[src/rtl/sync_prefill_fifo_mc.sv]
// sync_prefill_fifo_mc
// Single-clock multi-lane FIFO with a shared pointer pair. Reads are held back
// until a programmable prefill level is reached, or until an end-of-frame drain
// opens them. Provides occupancy, almost flags, sticky error flags and a flush
// that empties the FIFO without touching the storage array.
//
// Handshake: a write is taken on a rising edge when wr_en is high, the FIFO is
// not full and the FSM is not draining. A read is taken when rd_en is high, the
// FIFO is not empty and the read gate is open. Both can be taken on the same
// edge. A write never makes a read legal on the same edge. A read never makes
// room for a write on the same edge. rd_valid pulses for one cycle after each
// taken read, and rd_data holds until the next taken read.
module sync_prefill_fifo_mc #(
  parameter int DATA_WIDTH    = 8,
  parameter int FIFO_DEPTH    = 16,
  parameter int NUM_CH        = 1,
  parameter int AFULL_MARGIN  = 2,
  parameter int AEMPTY_MARGIN = 2,
  parameter int GATE_READ     = 1
) (
  input  logic                             clk,
  input  logic                             rst,
  input  logic                             flush,
  input  logic                             drain,
  input  logic [$clog2(FIFO_DEPTH):0]      prefill_level,
  input  logic                             wr_en,
  input  logic [NUM_CH*DATA_WIDTH-1:0]     wr_data,
  output logic                             full,
  output logic                             almost_full,
  input  logic                             rd_en,
  output logic [NUM_CH*DATA_WIDTH-1:0]     rd_data,
  output logic                             rd_valid,
  output logic                             empty,
  output logic                             almost_empty,
  output logic [$clog2(FIFO_DEPTH):0]      count,
  output logic                             prefill_done,
  output logic [1:0]                       state,
  output logic                             overflow,
  output logic                             underflow
);

  localparam int AW = $clog2(FIFO_DEPTH);
  localparam int CW = AW + 1;
  localparam int DW = NUM_CH * DATA_WIDTH;

  localparam logic [CW-1:0] DEPTH_C = CW'(FIFO_DEPTH);
  localparam logic [CW-1:0] AF_TH   = CW'(FIFO_DEPTH - AFULL_MARGIN);
  localparam logic [CW-1:0] AE_TH   = CW'(AEMPTY_MARGIN);
  localparam logic          UNGATED = (GATE_READ == 0);

  typedef enum logic [1:0] {
    ST_IDLE   = 2'd0,
    ST_FILL   = 2'd1,
    ST_STREAM = 2'd2,
    ST_DRAIN  = 2'd3
  } state_t;

  state_t          st_q;
  logic [AW-1:0]   wr_ptr_q;
  logic [AW-1:0]   rd_ptr_q;
  logic [CW-1:0]   count_q;
  logic [DW-1:0]   mem [FIFO_DEPTH];

  logic [CW-1:0]   lvl;
  logic            gate_open;
  logic            wr_acc;
  logic            rd_acc;
  logic [CW-1:0]   count_next;

  // Effective prefill level: zero means one entry, oversized values saturate at depth.
  always_comb begin
    lvl = prefill_level;
    if (prefill_level == '0) begin
      lvl = CW'(1);
    end else if (prefill_level > DEPTH_C) begin
      lvl = DEPTH_C;
    end
  end

  // Accept decisions and next occupancy, all from registered state only.
  always_comb begin
    gate_open  = (st_q == ST_STREAM) || (st_q == ST_DRAIN) || UNGATED;
    wr_acc     = wr_en && !full && (st_q != ST_DRAIN);
    rd_acc     = rd_en && !empty && gate_open;
    count_next = count_q + CW'(wr_acc) - CW'(rd_acc);
  end

  assign full         = (count_q == DEPTH_C);
  assign empty        = (count_q == '0);
  assign almost_full  = (count_q >= AF_TH);
  assign almost_empty = (count_q <= AE_TH);
  assign count        = count_q;
  assign state        = st_q;

  // Storage array; flush leaves contents alone, only pointers move back.
  always_ff @(posedge clk) begin
    if (!rst && !flush && wr_acc) begin
      mem[wr_ptr_q] <= wr_data;
    end
  end

  // Pointers, occupancy, FSM, read data and sticky errors.
  always_ff @(posedge clk) begin
    if (rst) begin
      st_q         <= ST_IDLE;
      wr_ptr_q     <= '0;
      rd_ptr_q     <= '0;
      count_q      <= '0;
      rd_data      <= '0;
      rd_valid     <= 1'b0;
      prefill_done <= 1'b0;
      overflow     <= 1'b0;
      underflow    <= 1'b0;
    end else if (flush) begin
      // rd_data deliberately holds its last value across a flush.
      st_q         <= ST_IDLE;
      wr_ptr_q     <= '0;
      rd_ptr_q     <= '0;
      count_q      <= '0;
      rd_valid     <= 1'b0;
      prefill_done <= 1'b0;
      overflow     <= 1'b0;
      underflow    <= 1'b0;
    end else begin
      count_q  <= count_next;
      rd_valid <= rd_acc;
      if (wr_acc) begin
        wr_ptr_q <= wr_ptr_q + AW'(1);
      end
      if (rd_acc) begin
        rd_ptr_q <= rd_ptr_q + AW'(1);
        rd_data  <= mem[rd_ptr_q];
      end
      if (wr_en && !wr_acc) begin
        overflow <= 1'b1;
      end
      if (rd_en && !rd_acc) begin
        underflow <= 1'b1;
      end

      case (st_q)
        ST_IDLE: begin
          if (drain) begin
            st_q         <= ST_DRAIN;
            prefill_done <= 1'b1;
          end else if (wr_acc && (count_next >= lvl)) begin
            st_q         <= ST_STREAM;
            prefill_done <= 1'b1;
          end else if (wr_acc) begin
            st_q         <= ST_FILL;
          end
        end
        ST_FILL: begin
          // Drain at end of frame stops writes and lets the partial fill out.
          if (drain) begin
            st_q         <= ST_DRAIN;
            prefill_done <= 1'b1;
          end else if (count_next >= lvl) begin
            st_q         <= ST_STREAM;
            prefill_done <= 1'b1;
          end
        end
        ST_STREAM: begin
          if (drain) begin
            st_q <= ST_DRAIN;
          end
        end
        ST_DRAIN: begin
          if (count_next == '0) begin
            st_q         <= ST_IDLE;
            prefill_done <= 1'b0;
          end
        end
        default: begin
          st_q         <= ST_IDLE;
          prefill_done <= 1'b0;
        end
      endcase
    end
  end

endmodule
[config.mk]
export PLATFORM = sky130hd
export DESIGN_NAME = sync_prefill_fifo_mc
export DESIGN_NICKNAME = d
export VERILOG_FILES = /design/src/rtl/sync_prefill_fifo_mc.sv
export SDC_FILE = /design/constraint.sdc
export NUM_CORES = 1
export LEC_CHECK = 0
export ABC_CLOCK_PERIOD_IN_PS = 5870
export BUFFER_PORTS_ARGS = -buffer_cell sky130_fd_sc_hd__buf_4
export CAP_MARGIN = 10
export CORE_UTILIZATION = 52
export CTS_BUF_LIST = sky130_fd_sc_hd__clkbuf_4 sky130_fd_sc_hd__clkbuf_8
export DETAILED_ROUTE_END_ITERATION = 8
export PLACE_DENSITY = 0.7
export SETUP_SLACK_MARGIN = 0.3
export SKIP_CTS_REPAIR_TIMING = 1
export SYNTH_ARGS = -nofsm -noshare
export SYNTH_HDL_FRONTEND = slang
export SYNTH_SLANG_ARGS = --single-unit
[constraint.sdc]
create_clock -name clk -period 5.87 [get_ports clk]
set_input_delay 0.8805 -clock clk [delete_from_list [all_inputs] [get_ports clk]]
set_output_delay 0.8805 -clock clk [all_outputs]
set_load 0.005 [all_outputs]
==> out/results.tsv, run 1 <==
stage	metric	value	unit
setup_path	crit_path_start_kind	flop	
finish	area_growth	12.9	%
setup_path	max_stage_delay	530	ps
sta	rsz0062_at_grt	no	
cts	tritoncts	built	
global_routing	grt_pass1_wl	17900	um
sta	setup_viol	0	
yosys	avgSynthCellArea	17.0	um^2
cts	clk_pin_slew	80	ps
setup_path	rr_endpoint	state[0]	
setup_path	cp.required	6240	ps
hold_path	worstHoldEndpoint	underflow	
global_routing	busiest_layer	met2	
yosys	ys_seq_area_frac	0.677	
yosys	synth_top_area_frac	0.594	
drt	vias	3332	
pwr	p_switching	0.433	mW
global_routing	met3_usage	0.0542	
yosys	synth_flop_cell	edfxtp_1	
cts	clock_sinks	155	
setup_path	worst-path-max-fanout	8	
pwr	p_leak	2.45	nW
setup_path	critPathCaptureType	flop	
yosys	yosys.area.top_type	edfxtp_1	
cts	root_buffer	clkbuf_8	
setup_path	r2r_cells	18	
yosys	synth_area	0.00647	mm^2
drt	wirelength	11800	um
drt	drc	0	
setup_path	cp-startpoint	count[2]	
cts	worstSkewPairLatency	440	ps
finish	register_area	0.00439	mm^2
floorplan	io_pins	42	
setup_path	crit_slowest_cell	or4_1	
global_routing	use_met1	0.276	
job	maxCapViolations	0	
floorplan	num_rows	40	
global_routing	grt_pass1_vias	3217	
sta	maxSlewViolCount	0	
global_routing	grtUsageMet2	0.300	
floorplan	dieArea	0.0129	mm^2
sta	fin_skew	10.8	ps
cts	clockBufferDepth	2	
placed_design	routabilityCongestion	0.807	
setup_path	worstSetupPathType	flop to flop	
drt	viasPerCell	5.47	
sta	min_period	4580	ps
global_routing	grt_max_degree	36	
yosys	ys_seq_elements	155	
pwr	power_frac_seq	0.586	
finish	fin_nets	475	
hold_path	hold_depth	2	
setup_path	rrSetupSlack	1290	ps
setup_path	crit_arrival	4950	ps
pwr	power	2.05	mW
yosys	async_flop_share	0	
finish	diodes	0	
hold_path	hold_class	flop to flop	
sta	max_slew_margin	0.442	
global_routing	grt-ovfl-total	0	
yosys	synth_fp_nets	426	
drt	drtIter0Drc	234	
pwr	power.share.switching	0.211	
floorplan	die_w	114	um
global_routing	grtUsageTotal	0.196	
pwr	power.share.clock	0.351	
yosys	synth.distinct_cells	42	
drt	detail_route.first_pass.iterations	4	
yosys	syn_inst	380	
cts	cts_buffers	17	
setup_path	regToRegStartpoint	count[2]	
floorplan	die_h	114	um
global_routing	antenna_found_initial	0	
floorplan	coreArea	0.0121	mm^2
floorplan	start_util	0.537	
finish	multi_input_area	0.00196	mm^2
drt	wl_per_cell	19.3	um
pwr	combPwrFrac	0.063	
yosys	synthTopCellsByArea	edfxtp_1 (59%), mux4_2 (14%), dfxtp_1 (8.4%)	
sta	finalSetupTns	0	ps
sta	tightest_slew	833	ps
pwr	peakVddDrop	0.178	mV
sta	fin_crit_sh	0.779	
sta	finalHoldViolCount	0	
placed_design	hpwl	7940	um
cts	h-tree-depth	4	
status	status	finished clean	
placed_design	io_buffers	41	
drt	antenna_left	0	
finish	drive_gt1_frac	0.261	
setup_path	path_cells	inv_1 -> ha_1 -> and3_4 -> nor3b_2 -> inv_2 -> ha_1 -> inv_1 -> ha_1 -> inv_1 -> fa_1 -> inv_1 -> ha_1 -> o21ai_0 -> o2bb2ai_1 -> maj3_2 -> a22o_1 -> or4_1 -> a21oi_1	
pwr	power_density	281	mW/mm^2
yosys	synth_edf_count	128	
pwr	power.internal	1.62	mW
sta	max_freq	219	MHz
finish	fillers	865	
yosys	yosys_warnings	0	
hold_path	worstHoldStart	underflow	
==> power groups by stage <==
stage / clock network, mW / registers [mW] / logic [mW]
floorplan: 0 / 1.23 / 0.0755
global placement: 0 / 1.23 / 0.125
detailed placement: 0 / 1.23 / 0.130
CTS: 0.736 / 1.20 / 0.131
global route: 0.773 / 1.20 / 0.146
finish: 0.720 / 1.20 / 0.130
==> critical path: cells and delay by family, from the launching register on <==
| family | cells | cell delay, ps |
|---|---|---|
| adders and majority gates | 6 | 1830 |
| and+or+nand+nor | 3 | 1160 |
| AOI/OAI and AO/OA | 4 | 630 |
| buffers and inverters | 5 | 450 |
| DFF | 1 | 420 |
==> worst max path at each step <==
stage	slack [ps]	end	cells after the start
final	1290	state[0]	18
after global routing	980	state[0]	19
after CTS	1290	state[0]	18
after detailed placement	1260	state[0]	16
after global placement	1440	state[1]	16
after floorplan	1710	state[1]	15
==> cell usage after synthesis (2+ instances only) <==
cell,instances
buf_2,3
nor2b_1,2
nand3_1,3
o21ai_0,5
o21bai_1,2
edfxtp_1,128
nand2_1,10
buf_1,2
mux2i_1,9
nand2b_1,3
mux4_2,40
clkbuf_1,8
inv_1,19
xor2_1,5
a21oi_1,9
or4_1,2
dfxtp_1,27
ha_1,26
xnor2_1,4
nand4_1,2
nor3_1,4
o21a_1,2
nor2_1,46
==> cell families (layout without fill, tap and decap cells) <==
logic type,Yosys count,count (layout),share of synthesized area
compound gates,25,25,0.0247
xor+xnor,9,9,0.0122
fa+ha+maj,28,28,0.0551
buf+inv,33,94,0.0197
flops,155,155,0.677
mux,49,49,0.153
simple gates,81,81,0.0576
==> cell usage in the layout (no fill, tap or decap), types with 9 or more instances in the layout <==
| cell type | synthesis | layout |
|---|---|---|
| a21oi_1 | 9 | 9 |
| ha_1 | 26 | 26 |
| mux4_2 | 40 | 40 |
| inv_1 | 19 | 19 |
| buf_4 | 0 | 43 |
| clkbuf_8 | 0 | 17 |
| nor2_1 | 46 | 46 |
| nand2_1 | 10 | 10 |
| mux2i_1 | 9 | 9 |
| edfxtp_1 | 128 | 128 |
| dfxtp_1 | 27 | 26 |
==> through the flow <==
step,hold slack (ps),util,instances,setup slack [ps],instance area [um^2]
4_1_cts,495,0.605,609,1290,7300
3_3_place_gp,450,0.576,578,1440,6950
3_5_place_dp,474,0.576,578,1260,6950
5_1_grt,525,0.605,609,975,7300
6_report,492,0.605,609,1290,7300
2_1_floorplan,460,-,380,1710,6470
==> state kept, by name (all words and copies together) (netlist names) <==
signal        count
underflow         1
mem             128
state             2
rd_ptr_q          4
rd_data           8
overflow          1
wr_ptr_q          4
count             5
prefill_done      1
rd_valid          1
==> final cells by class <==
class,instances,area share
flip-flops and latches,155,0.600
multi-input cells,192,0.268
repair buffers,43,0.0442
clock buffers,18,0.0331
well taps,168,0.0288
clock inverters,13,0.0149
inverters,20,0.0103
==> layer usage <==
layer | vias to the layer above | routed length, um | part of all wire
met5 | - | 0 | 0
met4 | 0 | 58 | 0.0049
met2 | 106 | 5590 | 0.47
met1 | 1672 | 5360 | 0.46
met3 | 4 | 757 | 0.064
li1 | 1550 | - | -
(Power assumes the default switching activity.)
==> inputs of run 2 (changes only) <==
--- a/config.mk
+++ b/config.mk
@@ -5,7 +5,7 @@
 export SDC_FILE = /design/constraint.sdc
 export NUM_CORES = 1
 export LEC_CHECK = 0
-export ABC_CLOCK_PERIOD_IN_PS = 5870
+export ABC_CLOCK_PERIOD_IN_PS = 4550
 export BUFFER_PORTS_ARGS = -buffer_cell sky130_fd_sc_hd__buf_4
 export CAP_MARGIN = 10
 export CORE_UTILIZATION = 52
==> constraint.sdc (replaced) <==
create_clock -name clk -period 4.55 [get_ports clk]
set_input_delay 0.6825 -clock clk [delete_from_list [all_inputs] [get_ports clk]]
set_output_delay 0.6825 -clock clk [all_outputs]
set_load 0.005 [all_outputs]
==> run 2 against run 1 <==
First-iteration DRC count down 19%. Final area up 1.9%. Sequential share of layout area down 1.0 points. Count of clock-buffer cells in the layout down 1. Final cell count up 0.99%. Critical path depth down 1. Global-route usage up 0.053 points. Register-to-register slack worse by 810 ps. Sequential power up 29%. Clock skew down 0.95 ps. Largest power group unchanged. Highest routed layer unchanged.
==> out/results.tsv, run 2 (synthesis results as in run 1) <==
stage	metric	value	unit	change
finish	diodes	0		unchanged
sta	fin_crit_sh	0.893		+0.113
drt	vias	3410		+2.3%
sta	max_slew_margin	0.422		-0.0201
sta	min_period	4060	ps	-514 ps
cts	clock_sinks	155		unchanged
pwr	p_leak	2.49	nW	+1.8%
placed_design	hpwl	8050	um	+1.3%
drt	detail_route.first_pass.iterations	5		+1
placed_design	io_buffers	41		unchanged
cts	worstSkewPairLatency	430	ps	about the same
drt	antenna_left	0		unchanged
global_routing	grt_max_degree	30		-17%
pwr	power_density	373	mW/mm^2	+33%
floorplan	die_w	114	um	unchanged
setup_path	cp-endpoint	state[0]		
floorplan	start_util	0.537		unchanged
sta	fin_skew	9.83	ps	-0.948 ps
global_routing	grtUsageTotal	0.197		+0.000528
finish	layout_common_cells	edfxtp_1 (128), buf_4 (48), nor2_1 (46)		
setup_path	crit_arrival	4420	ps	-530 ps
cts	root_buffer	clkbuf_8		
drt	viasPerCell	5.54		+1.3%
setup_path	cp-startpoint	count[1]		
global_routing	grt-ovfl-total	0		unchanged
global_routing	antenna_found_initial	0		unchanged
hold_path	hold_class	input pin to flop		
setup_path	path_cells	nor2_1 -> and3_4 -> nor3b_4 -> inv_2 -> ha_1 -> inv_1 -> ha_1 -> inv_1 -> fa_2 -> inv_1 -> ha_1 -> o21ai_0 -> o2bb2ai_1 -> maj3_2 -> a22o_1 -> or4_4 -> a21oi_2		
finish	largest_reg_flops	128		unchanged
finish	fin_nets	480		+1.1%
cts	cts_buffers	17		unchanged
cts	tritoncts	built		
status	status	finished clean		
drt	drc	0		unchanged
placed_design	routabilityCongestion	0.879		+9.0%
placed_design	pre_cts_slack	376	ps	-889 ps
setup_path	rrSetupSlack	490	ps	-810 ps
setup_path	crit_slowest_cell	or4_4		
pwr	peakVddDrop	0.374	mV	+110%
global_routing	grt_pass1_wl	18200	um	+1.5%
floorplan	dieArea	0.0129	mm^2	unchanged
drt	wirelength	11800	um	about the same
cts	h-tree-depth	4		unchanged
floorplan	io_pins	42		unchanged
sta	tightest_slew	863	ps	+30.1 ps
sta	setup_viol	0		unchanged
floorplan	num_rows	40		unchanged
setup_path	regToRegStartpoint	count[1]		
setup_path	critPathCaptureType	flop		
setup_path	r2r_cells	17		-1
sta	finalHoldViolCount	0		unchanged
sta	fin_ws	488	ps	-806 ps
setup_path	max_stage_delay	540	ps	about the same
sta	finalSetupTns	0	ps	unchanged
sta	rsz0062_at_grt	no		
finish	area_growth	14.9	%	
setup_path	cp.required	4910	ps	-1330 ps
floorplan	coreArea	0.0121	mm^2	unchanged
finish	regMostFlops	mem		
setup_path	crit_path_start_kind	flop		
job	maxCapViolations	0		unchanged
setup_path	rr_endpoint	state[0]		
sta	maxSlewViolCount	0		unchanged
setup_path	worstSetupPathType	flop to flop		
finish	fin_cells	615		+0.99%
placed_design	dp_cells	580		+0.35%
finish	drive_gt1_frac	0.306		+0.0457
floorplan	die_h	114	um	unchanged
global_routing	grt_pass1_vias	3386		+5.3%
drt	wl_per_cell	19.1	um	-0.97%
cts	clockBufferDepth	2		unchanged
finish	mostFrequentLayoutCell	edfxtp_1		
cts	clk_pin_slew	80	ps	about the same
sta	max_freq	246	MHz	+13%
setup_path	worst-path-max-fanout	7		-1
drt	drtIter0Drc	190		-19%
## run 2: power breakdown
part,switching [mW],internal [mW]
clock,0.500,0.541
combinational,0.0967,0.0829
sequential,0.00990,1.54
total,0.607,2.17
## run 2: layout make-up
class | count | area [um^2]
clock buffer | 17 | 234
timing repair buffer | 48 | 360
sequential | 155 | 4390
clock inverter | 15 | 174
multi-input combinational | 192 | 1990
tap | 168 | 210
inverter | 20 | 75.1
fill | 865 | 4620
## run 2: how the worst min path moves through the flow
stage	endpoint	slack [ps]	cells past startpoint	from
6_report	rd_valid	440	2	flush
5_1_grt	rd_valid	410	2	flush
3_5_place_dp	overflow	470	2	overflow
2_1_floorplan	overflow	460	2	overflow
4_1_cts	rd_valid	410	2	flush
3_3_place_gp	underflow	460	2	underflow
## run 2: per-stage QoR
| stage | power (mW) | hold WS (ps) | util | cell area (um^2) |
|---|---|---|---|---|
| 2_1_floorplan | 1.68 | 460 | - | 6470 |
| 5_1_grt | 2.88 | 411 | 0.617 | 7440 |
| 6_report | 2.77 | 444 | 0.617 | 7440 |
| 3_3_place_gp | 1.75 | 456 | 0.578 | 6970 |
| 4_1_cts | 2.79 | 410 | 0.612 | 7380 |
| 3_5_place_dp | 1.75 | 468 | 0.578 | 6970 |
## run 2: per-layer routing
metal | vias up | share of wire | track usage
met2 | 110 | 0.47 | 0.304
met4 | 0 | 0.0075 | 0.0553
met5 | - | 0 | 0
met1 | 1728 | 0.46 | 0.280
li1 | 1562 | - | -
met3 | 10 | 0.059 | 0.0499
## run 2: critical path: cells and delay by family, from the launching register on
family	cells	cell delay, ps
compound gates	4	600
fa+ha+maj	5	1580
buf+inv	4	250
flops	1	510
simple gates	4	1030
